`src/rtl/minisrc_shift_pkg.sv`:
```
// rtl/minisrc_shift_pkg.sv - shared op codes, FSM states and sizing helper for the shift/rotate unit
//
// Purpose : Definitions shared by shift_rotate_unit, shift_step and their users.
// Contents: op codes (SHR, SHRA, SHL, ROR, ROL; 5-7 are illegal),
//           state_t (IDLE, SHIFT, DONE),
//           cnt_width() : width of the remaining-count register, clog2(WIDTH)+1.
package minisrc_shift_pkg;

   localparam logic [2:0] SHR  = 3'd0;
   localparam logic [2:0] SHRA = 3'd1;
   localparam logic [2:0] SHL  = 3'd2;
   localparam logic [2:0] ROR  = 3'd3;
   localparam logic [2:0] ROL  = 3'd4;

   typedef enum logic [1:0] {
      IDLE  = 2'd0,
      SHIFT = 2'd1,
      DONE  = 2'd2
   } state_t;

   // The extra bit lets the counter hold WIDTH itself, which a saturated
   // shift needs.
   function automatic int cnt_width(input int width);
      return $clog2(width) + 1;
   endfunction

endpackage

```
`src/rtl/shift_step.sv`:
```
// rtl/shift_step.sv - combinational single step: apply op by k positions to one word
//
// Purpose : One step of the shift/rotate datapath.
// Ports   : op       in  3      operation code (minisrc_shift_pkg)
//           k        in  KW     positions to move this step, 0..STEP
//           word_in  in  WIDTH  working value before the step
//           word_out out WIDTH  working value after the step
//           Illegal op codes pass word_in through unchanged.
module shift_step
   import minisrc_shift_pkg::*;
#(
   parameter int WIDTH = 32,
   parameter int STEP  = 1,
   parameter int KW    = $clog2(WIDTH) + 1
) (
   input  logic [2:0]       op,
   input  logic [KW-1:0]    k,
   input  logic [WIDTH-1:0] word_in,
   output logic [WIDTH-1:0] word_out
);

   logic [KW-1:0] kk;
   logic [KW-1:0] k_inv;

   always_comb begin
      // Defensive clamp; the caller never asks for more than STEP.
      kk    = (k > KW'(STEP)) ? KW'(STEP) : k;
      // Complementary distance for the wrapped-around half of a rotate.
      // With kk=0 this equals WIDTH, and a shift by WIDTH contributes zero.
      k_inv = KW'(WIDTH) - kk;
      case (op)
         SHR:     word_out = word_in >> kk;
         SHRA:    word_out = WIDTH'($signed(word_in) >>> kk);
         SHL:     word_out = word_in << kk;
         ROR:     word_out = (word_in >> kk) | (word_in << k_inv);
         ROL:     word_out = (word_in << kk) | (word_in >> k_inv);
         default: word_out = word_in;
      endcase
   end

endmodule

```
`src/rtl/shift_rotate_unit.sv`:
```
// rtl/shift_rotate_unit.sv - multi-cycle shift/rotate execution unit for the Mini SRC datapath
//
// Purpose : Shifts or rotates a captured operand by up to STEP positions per
//           clock. Pulses done when finished; result is the working register.
// Ports   : clk      in  1      system clock, rising edge
//           clr      in  1      asynchronous active-high reset
//           start    in  1      request, sampled only in IDLE
//           op       in  3      operation code (minisrc_shift_pkg)
//           data_in  in  WIDTH  operand, captured on accepted start
//           amount   in  AMT_W  unsigned count, captured on accepted start
//           busy     out 1      high in SHIFT and DONE
//           done     out 1      one-cycle completion pulse
//           err      out 1      with done: captured op was illegal
//           result   out WIDTH  working register (changes during SHIFT)
module shift_rotate_unit
   import minisrc_shift_pkg::*;
#(
   parameter int WIDTH = 32,
   parameter int STEP  = 1,
   parameter int AMT_W = 32
) (
   input  logic             clk,
   input  logic             clr,
   input  logic             start,
   input  logic [2:0]       op,
   input  logic [WIDTH-1:0] data_in,
   input  logic [AMT_W-1:0] amount,
   output logic             busy,
   output logic             done,
   output logic             err,
   output logic [WIDTH-1:0] result
);

   localparam int CNT_W = cnt_width(WIDTH);
   localparam int LOG_W = CNT_W - 1;

   state_t           state, state_nxt;
   logic [WIDTH-1:0] work;
   logic [WIDTH-1:0] work_stepped;
   logic [CNT_W-1:0] remaining;
   logic [CNT_W-1:0] k;
   logic [CNT_W-1:0] rem_after;
   logic [CNT_W-1:0] eff;
   logic [2:0]       op_q;
   logic             err_q;
   logic             is_rot;
   logic             illegal;
   logic             amt_sat;

   // Effective count from the raw request. Saturation is decided on the
   // full amount before any truncation, so huge shift counts never wrap.
   always_comb begin
      is_rot  = (op == ROR) || (op == ROL);
      illegal = (op > ROL);
      amt_sat = |(amount >> LOG_W);
      if (illegal)
         eff = '0;
      else if (is_rot || !amt_sat)
         eff = {1'b0, amount[LOG_W-1:0]};
      else
         eff = CNT_W'(WIDTH);
   end

   always_comb begin
      k         = (remaining > CNT_W'(STEP)) ? CNT_W'(STEP) : remaining;
      rem_after = remaining - k;
   end

   shift_step #(
      .WIDTH (WIDTH),
      .STEP  (STEP),
      .KW    (CNT_W)
   ) u_step (
      .op       (op_q),
      .k        (k),
      .word_in  (work),
      .word_out (work_stepped)
   );

   always_ff @(posedge clk or posedge clr) begin
      if (clr)
         state <= IDLE;
      else
         state <= state_nxt;
   end

   always_comb begin
      state_nxt = state;
      case (state)
         IDLE: begin
            if (start)
               state_nxt = (eff == '0) ? DONE : SHIFT;
         end
         SHIFT: begin
            if (rem_after == '0)
               state_nxt = DONE;
         end
         DONE:    state_nxt = IDLE;
         default: state_nxt = IDLE;
      endcase
   end

   always_ff @(posedge clk or posedge clr) begin
      if (clr) begin
         work      <= '0;
         remaining <= '0;
         op_q      <= SHR;
         err_q     <= 1'b0;
      end else begin
         case (state)
            IDLE: begin
               if (start) begin
                  work      <= data_in;
                  remaining <= eff;
                  op_q      <= op;
                  err_q     <= illegal;
               end
            end
            SHIFT: begin
               work      <= work_stepped;
               remaining <= rem_after;
            end
            default: ;
         endcase
      end
   end

   // Status decodes straight from the state register so clr clears them
   // without waiting for an edge.
   assign busy   = (state != IDLE);
   assign done   = (state == DONE);
   assign err    = (state == DONE) && err_q;
   assign result = work;

endmodule

```
`config.mk`:
```
export PLATFORM = sky130hd
export DESIGN_NAME = shift_rotate_unit
export DESIGN_NICKNAME = d
export VERILOG_FILES = /design/src/rtl/minisrc_shift_pkg.sv /design/src/rtl/shift_step.sv /design/src/rtl/shift_rotate_unit.sv
export SDC_FILE = /design/constraint.sdc
export NUM_CORES = 1
export LEC_CHECK = 0
export ABC_AREA = 1
export CAP_MARGIN = 20
export CORE_UTILIZATION = 47
export CTS_CLUSTER_SIZE = 12
export DETAILED_ROUTE_END_ITERATION = 10
export HOLD_SLACK_MARGIN = 0.02
export PLACE_DENSITY_LB_ADDON = 0.25
export SYNTH_ARGS = -nofsm -noshare
export SYNTH_HDL_FRONTEND = slang
export SYNTH_HIERARCHICAL = 1
export SYNTH_SLANG_ARGS = --single-unit
```
`constraint.sdc`:
```
create_clock -name clk -period 3 [get_ports clk]
set_input_delay 0.3 -clock clk [delete_from_list [all_inputs] [get_ports clk]]
set_output_delay 0.3 -clock clk [all_outputs]
set_load 0.005 [all_outputs]
```
==> results of run 1 <==
## worst min-delay path by stage
| stage | from | endpoint | slack (ps) | cells past startpoint |
|---|---|---|---|---|
| after floorplan | op[1] | op_q[1] | 470 | 2 |
| after global placement | op_q[0] | op_q[0] | 520 | 2 |
| after detailed placement | op_q[1] | op_q[1] | 540 | 2 |
| after CTS | clr | result[10] | 430 | 2 |
| after global routing | clr | state[0] | 320 | 2 |
| final | clr | result[5] | 280 | 2 |
## power by group through the flow
stage | registers (W) | logic (W) | clock network (W)
CTS | 0.00126 | 0.00441 | 0.000573
global placement | 0.00125 | 0.00432 | 0
floorplan | 0.00121 | 0.00294 | 0
detailed placement | 0.00127 | 0.00439 | 0
finish | 0.00127 | 0.00451 | 0.000558
global route | 0.00131 | 0.00498 | 0.000592
## state kept, by name, summed over array words and instances, names as in the netlist
signal	count
result	32
op_q	3
state	2
remaining	6
err_q	1
## cells in the mapped netlist (2+ instances only)
cell type	instances	area share, %
a211oi_1	2	0.33
a21o_1	3	0.49
a21oi_1	70	7.6
a22oi_1	11	1.8
a31oi_1	6	0.81
buf_2	11	1.2
buf_4	7	1.1
buf_6	9	2.2
clkbuf_1	16	1.3
conb_1	2	0.16
dfrtp_1	44	24
ha_1	2	0.54
inv_1	72	5.9
inv_2	10	0.81
nand2_1	216	18
nand2_2	9	1.2
nand3_1	47	5.1
nand4_1	6	0.81
nor2_1	92	7.5
nor2_2	5	0.68
nor2_4	5	1.2
nor3_1	4	0.43
o211ai_1	11	1.8
o21ai_0	65	7.0
o21ai_1	33	3.6
o21ai_2	5	0.95
o22ai_1	6	0.81
o31ai_1	2	0.33
xor2_1	2	0.38
## cells by family (layout without fill, tap and decap cells)
family	count (synthesis)	in the layout	synth area share (%)
xor+xnor	2	2	0.3794
simple gates	389	389	35.74
other cells	2	6	0.1626
fa+ha+maj	2	2	0.5418
compound gates	220	220	26.77
buf+inv	126	215	12.57
flops	44	44	23.84
## cell type report
class | instances | area (sq um)
Fill cell | 914 | 3485
Clock inverter | 2 | 60.06
Clock buffer | 5 | 68.82
Inverter | 82 | 307.8
Multi-Input combinational cell | 619 | 2958
Tap cell | 129 | 161.4
Timing Repair Buffer | 126 | 1230
Sequential cell | 44 | 1101
## through the flow
stage                     worst slack, ps  instance area [sq um]  std cells
after floorplan                     200.5                   4633        789
after global placement              452.4                   5720        999
after detailed placement            297.7                   5720        999
after CTS                           273.8                   5849       1006
after global routing                23.83                   5887       1007
final                               285.3                   5887       1007
## per-layer routing
layer / wire length, um / share of wire, % / up-vias
met4: 395 / 2.2 / 0
met2: 8271 / 46 / 312
met5: 0 / 0 / -
met3: 1720 / 9.6 / 35
li1: - / - / 2769
met1: 7442 / 42 / 2679
## critical path: cells and delay by family (launching register included)
family / cells / cell delay (ps)
and+or+nand+nor: 10 / 1410
buffers and inverters: 1 / 260
DFF: 1 / 460
AOI/OAI and AO/OA: 3 / 500
==> impl_metrics.toml, run 1 <==
[clock_tree]
numClockSinks = 44
cts_hold_buf = 0
clk_latency_ps = 310
cts_buffer_depth = 2
cts_resized = 0
cts_tree = "done"
postCtsSetupRepairBufs = 0
cts_root_buf = "clkbuf_8"
clk_pin_slew_worst_paths_ps = 100
cts_buffers = 5
htreeDepth = 2

[route]
drc = 0
drtAntennaViolNets = 0
wl_per_cell_um = 17.71
drt_iter0_drc = 490
viasPerCell = 5.755
drt_wl_total_um = 17830
drtPass1Iterations = 5
num_vias = 5795

[cells_and_area]
layout.nets = 950
postLayoutCoreUtil_pct = 62.82
area_growth_pct = 27.47
drive_above_1_share_pct = 8.087
n_antenna_cell = 0
final_common_cell = "nand2_1"
layout_common_cells = "nand2_1, clkdlybuf4s50_1, nor2_1, inv_1, a21oi_1"

[worst_setup_path]
ff2ff_setup_slack_ps = 290
critPathCaptureType = "register"
worstSetupEndpoint = "result[1]"
critPathKind = "register to register"
cp_cell_sequence = "nor4_2 -> nand3_1 -> nor2_2 -> nand3_4 -> buf_4 -> nand2_1 -> o21ai_0 -> nand2_1 -> nand3_1 -> nand3_1 -> nand2_1 -> a21oi_1 -> nand2_1 -> a21oi_1"
critical_path.startpoint_type = "register"
max_stage_delay_ps = 460
reg2regPathDepth = 14
path_common_cell = "nand2_1"
path_max_fanout = 33
slowest_stage = "dfrtp_1"
worstPathRequired_ps = 3250
timing.rr.start = "remaining[3]"
worstPathArrival_ps = 2960
r2r_end = "result[1]"
worstSetupStartpoint = "remaining[3]"

[sta]
rsz0062_at_grt = "false"
fin_tns_setup_ps = 0
holdWs_ps = 276.1
post-route-period-util_pct = 90.49
hold_viol = 0
relSlewSlack_pct = 50.45
fmax_mhz = 368.4
maxSlewViolCount = 0
period_needed_ps = 2715
worst_pin_slew_ps = 742.4
finalClockSkew_ps = 15.37
setup_violations = 0

[pwr]
combPwrFrac_pct = 71.2
swShare_pct = 53.10
internal-power_w = 0.002973
power_frac_seq_pct = 20.0
vdd_drop_max_mv = 0.6731
pwr-share-clk_pct = 8.8
power.total_w = 0.006338
power.density_nw_per_um2 = 1077
power_switching_w = 0.003366
power.leakage_nw = 2.729

[place]
port_buffers = 104
gp_congestion = 1.000
place_hpwl_um = 13340

[grt]
grt_max_degree = 40
antenna_found_initial = 0
top_usage_layer = "met2"
use_met3_pct = 6.865
grt_util_met2_pct = 60.44
grt_first_pass_wirelength_um = 28410
overflow = 0
grtUsageMet1_pct = 47.00
grt_use_total_pct = 35.98
grt_pass1_vias = 5557

[synth]
async_reset_ff_share_pct = 100.0
synth_cell_types = 41
ys_seq_elements = 44
synth_flop_cell = "dfrtp_1"
synth_edf_count = 0
syn_area_sq_um = 4618
synth.avg_cell_area_sq_um = 5.883
yosysWarnings = 6
synth_cells = 785
ys_seq_area_share_pct = 23.84

[floorplanning]
die_area_sq_um = 10230
fp-row-count = 35
io_pins = 105
die_w_um = 101.1
core_sq_um = 9371
start_util_pct = 49.28
die_h_um = 101.1

[worst_hold_path]
holdCritPathClass = "primary input to asynchronous set/reset pin"

[run]
max-cap-violations = 0

[status]
status = "complete, no violations"
No activity file was read; power rests on OpenSTA's default activity.
==> run 2: changes to the inputs <==
--- a/config.mk
+++ b/config.mk
@@ -7,6 +7,7 @@
 export LEC_CHECK = 0
 export ABC_AREA = 1
 export CAP_MARGIN = 20
+export CORE_ASPECT_RATIO = 0.7
 export CORE_UTILIZATION = 47
 export CTS_CLUSTER_SIZE = 12
 export DETAILED_ROUTE_END_ITERATION = 10
==> run 2 against run 1 <==
  * Worst hold slack improved by 130 ps
  * Non-clock buffer count is 6 lower
  * First-iteration DRC count grew 46%
  * Power decreased by 0.52%
  * Design area shrank 0.53%
  * Utilization up 0.22 points
  * Global-route usage fell by 0.61 points
  * Critical endpoint is now result[2]
==> impl_metrics.toml, run 2 (synthesized netlist as in run 1, its figures left out) <==
[status]
status = "complete, no violations"

[grt]
grt_max_degree = 59
grt_pass1_vias = 5378
antenna_found_initial = 0
grt_first_pass_wirelength_um = 28170
overflow = 0
grt_use_total_pct = 35.38

[route]
drt_wl_total_um = 17490
num_vias = 5792
drtAntennaViolNets = 0
drc = 0
drtPass1Iterations = 5
viasPerCell = 5.809
drt_iter0_drc = 715
wl_per_cell_um = 17.54

[clock_tree]
clk_latency_ps = 300
cts_tree = "done"
cts_root_buf = "clkbuf_16"
cts_resized = 0
numClockSinks = 44
postCtsSetupRepairBufs = 0
cts_hold_buf = 0
htreeDepth = 2
clk_pin_slew_worst_paths_ps = 70
cts_buffer_depth = 2
cts_buffers = 5

[worst_setup_path]
critPathCaptureType = "register"
worstPathRequired_ps = 3220
worstSetupStartpoint = "remaining[3]"
timing.rr.start = "remaining[3]"
critical_path.startpoint_type = "register"
worstPathArrival_ps = 2920
path_max_fanout = 39
critPathKind = "register to register"

[cells_and_area]
drive_above_1_share_pct = 7.331
postLayoutCoreUtil_pct = 63.04
final_common_cell = "nand2_1"
layout.nets = 944
area_growth_pct = 26.79
largest_reg_flops = 32
layout_common_cells = "nand2_1, clkdlybuf4s50_1, nor2_1, inv_1, a21oi_1"
final_cells = 997
n_antenna_cell = 0

[sta]
fmax_mhz = 370.3
hold_viol = 0
relSlewSlack_pct = 42.67
maxSlewViolCount = 0
period_needed_ps = 2701
setup_violations = 0
rsz0062_at_grt = "false"
finalClockSkew_ps = 10.94
post-route-period-util_pct = 90.02
worst_pin_slew_ps = 854.7
holdWs_ps = 410.2
fin_tns_setup_ps = 0

[floorplanning]
start_util_pct = 49.72
fp-row-count = 29
die_area_sq_um = 10230
io_pins = 105
die_w_um = 120.5
core_sq_um = 9289
die_h_um = 84.94

[pwr]
power.density_nw_per_um2 = 1077
power_frac_seq_pct = 20.2
vdd_drop_max_mv = 1.048
power_switching_w = 0.003352
swShare_pct = 53.16
pwr-share-clk_pct = 9.3
internal-power_w = 0.002953
combPwrFrac_pct = 70.5
power.leakage_nw = 2.707
power.total_w = 0.006305

[worst_hold_path]
holdCritPathClass = "primary input to asynchronous set/reset pin"

[place]
place_inst = 989
gp_congestion = 0.9349
port_buffers = 104
place_hpwl_um = 12780

[run]
max-cap-violations = 0
[run 2: cell types whose count changed in the layout (fill, tap and decap cells not counted)]
cell / change
buf_12: +2
buf_16: -1
buf_4: -6
buf_6: -1
bufinv_16: -2
clkbuf_16: +5
clkbuf_8: -4
clkinvlp_4: +2
inv_1: +1
inv_2: -1
nor4_1: +1
nor4_2: -1
[run 2: worst max-delay path: stages (launching register included)]
cell and delay, ps:
dfrtp_1 430, nor4_1 290, nand3_1 120, nor2_2 160
nand3_4 110, inv_2 70, ha_1 230, buf_4 280
nor2_2 230, nand2_1 80, nand2_1 70, nand2_1 70
nand2_1 80, nand2_1 50, a21oi_1 130, nand2_1 70
a21oi_1 160
[run 2: power groups by stage]
stage	combinational (W)	clock [W]	sequential, W
2_1_floorplan	0.00294	0	0.00121
3_3_place_gp	0.00426	0	0.00125
3_5_place_dp	0.00432	0	0.00127
4_1_cts	0.00435	0.000599	0.00126
5_1_grt	0.00492	0.000613	0.00131
6_report	0.00445	0.000585	0.00127
[run 2: final timing paths]
check	slack, ps	depth (start not counted)	to
setup / recovery	300	16	result[2]
hold / removal	410	2	result[25]
setup reg to reg	300	16	result[2]
hold reg to reg	560	2	op_q[0]
max in group asynchronous	1820	3	result[4]
min in group clk	560	2	op_q[0]
[run 2: through the flow]
step	worst slack, ps	cell area, sq um
after global routing	75.14	5856
after floorplan	200.5	4633
after global placement	406.9	5702
after CTS	330.6	5856
after detailed placement	378.3	5702
final	299.3	5856
[run 2: cell type report]
cell class	count	area [sq um]
clock buffer	6	138.9
clock inverter	2	15.01
fill	884	3433
inverter	82	307.8
multi-input combinational	619	2952
sequential	44	1101
tap	124	155.1
timing repair buffer	120	1186
[run 2: metal layers]
metal	vias to the layer above	global-route usage, %	routed length, um	part of all wire [%]
met5	-	0	0	0
met4	0	8.081	284	1.6
met3	34	8.199	2138	12
met2	364	52.61	7171	41
met1	2636	51.69	7898	45
li1	2758	-	-	-
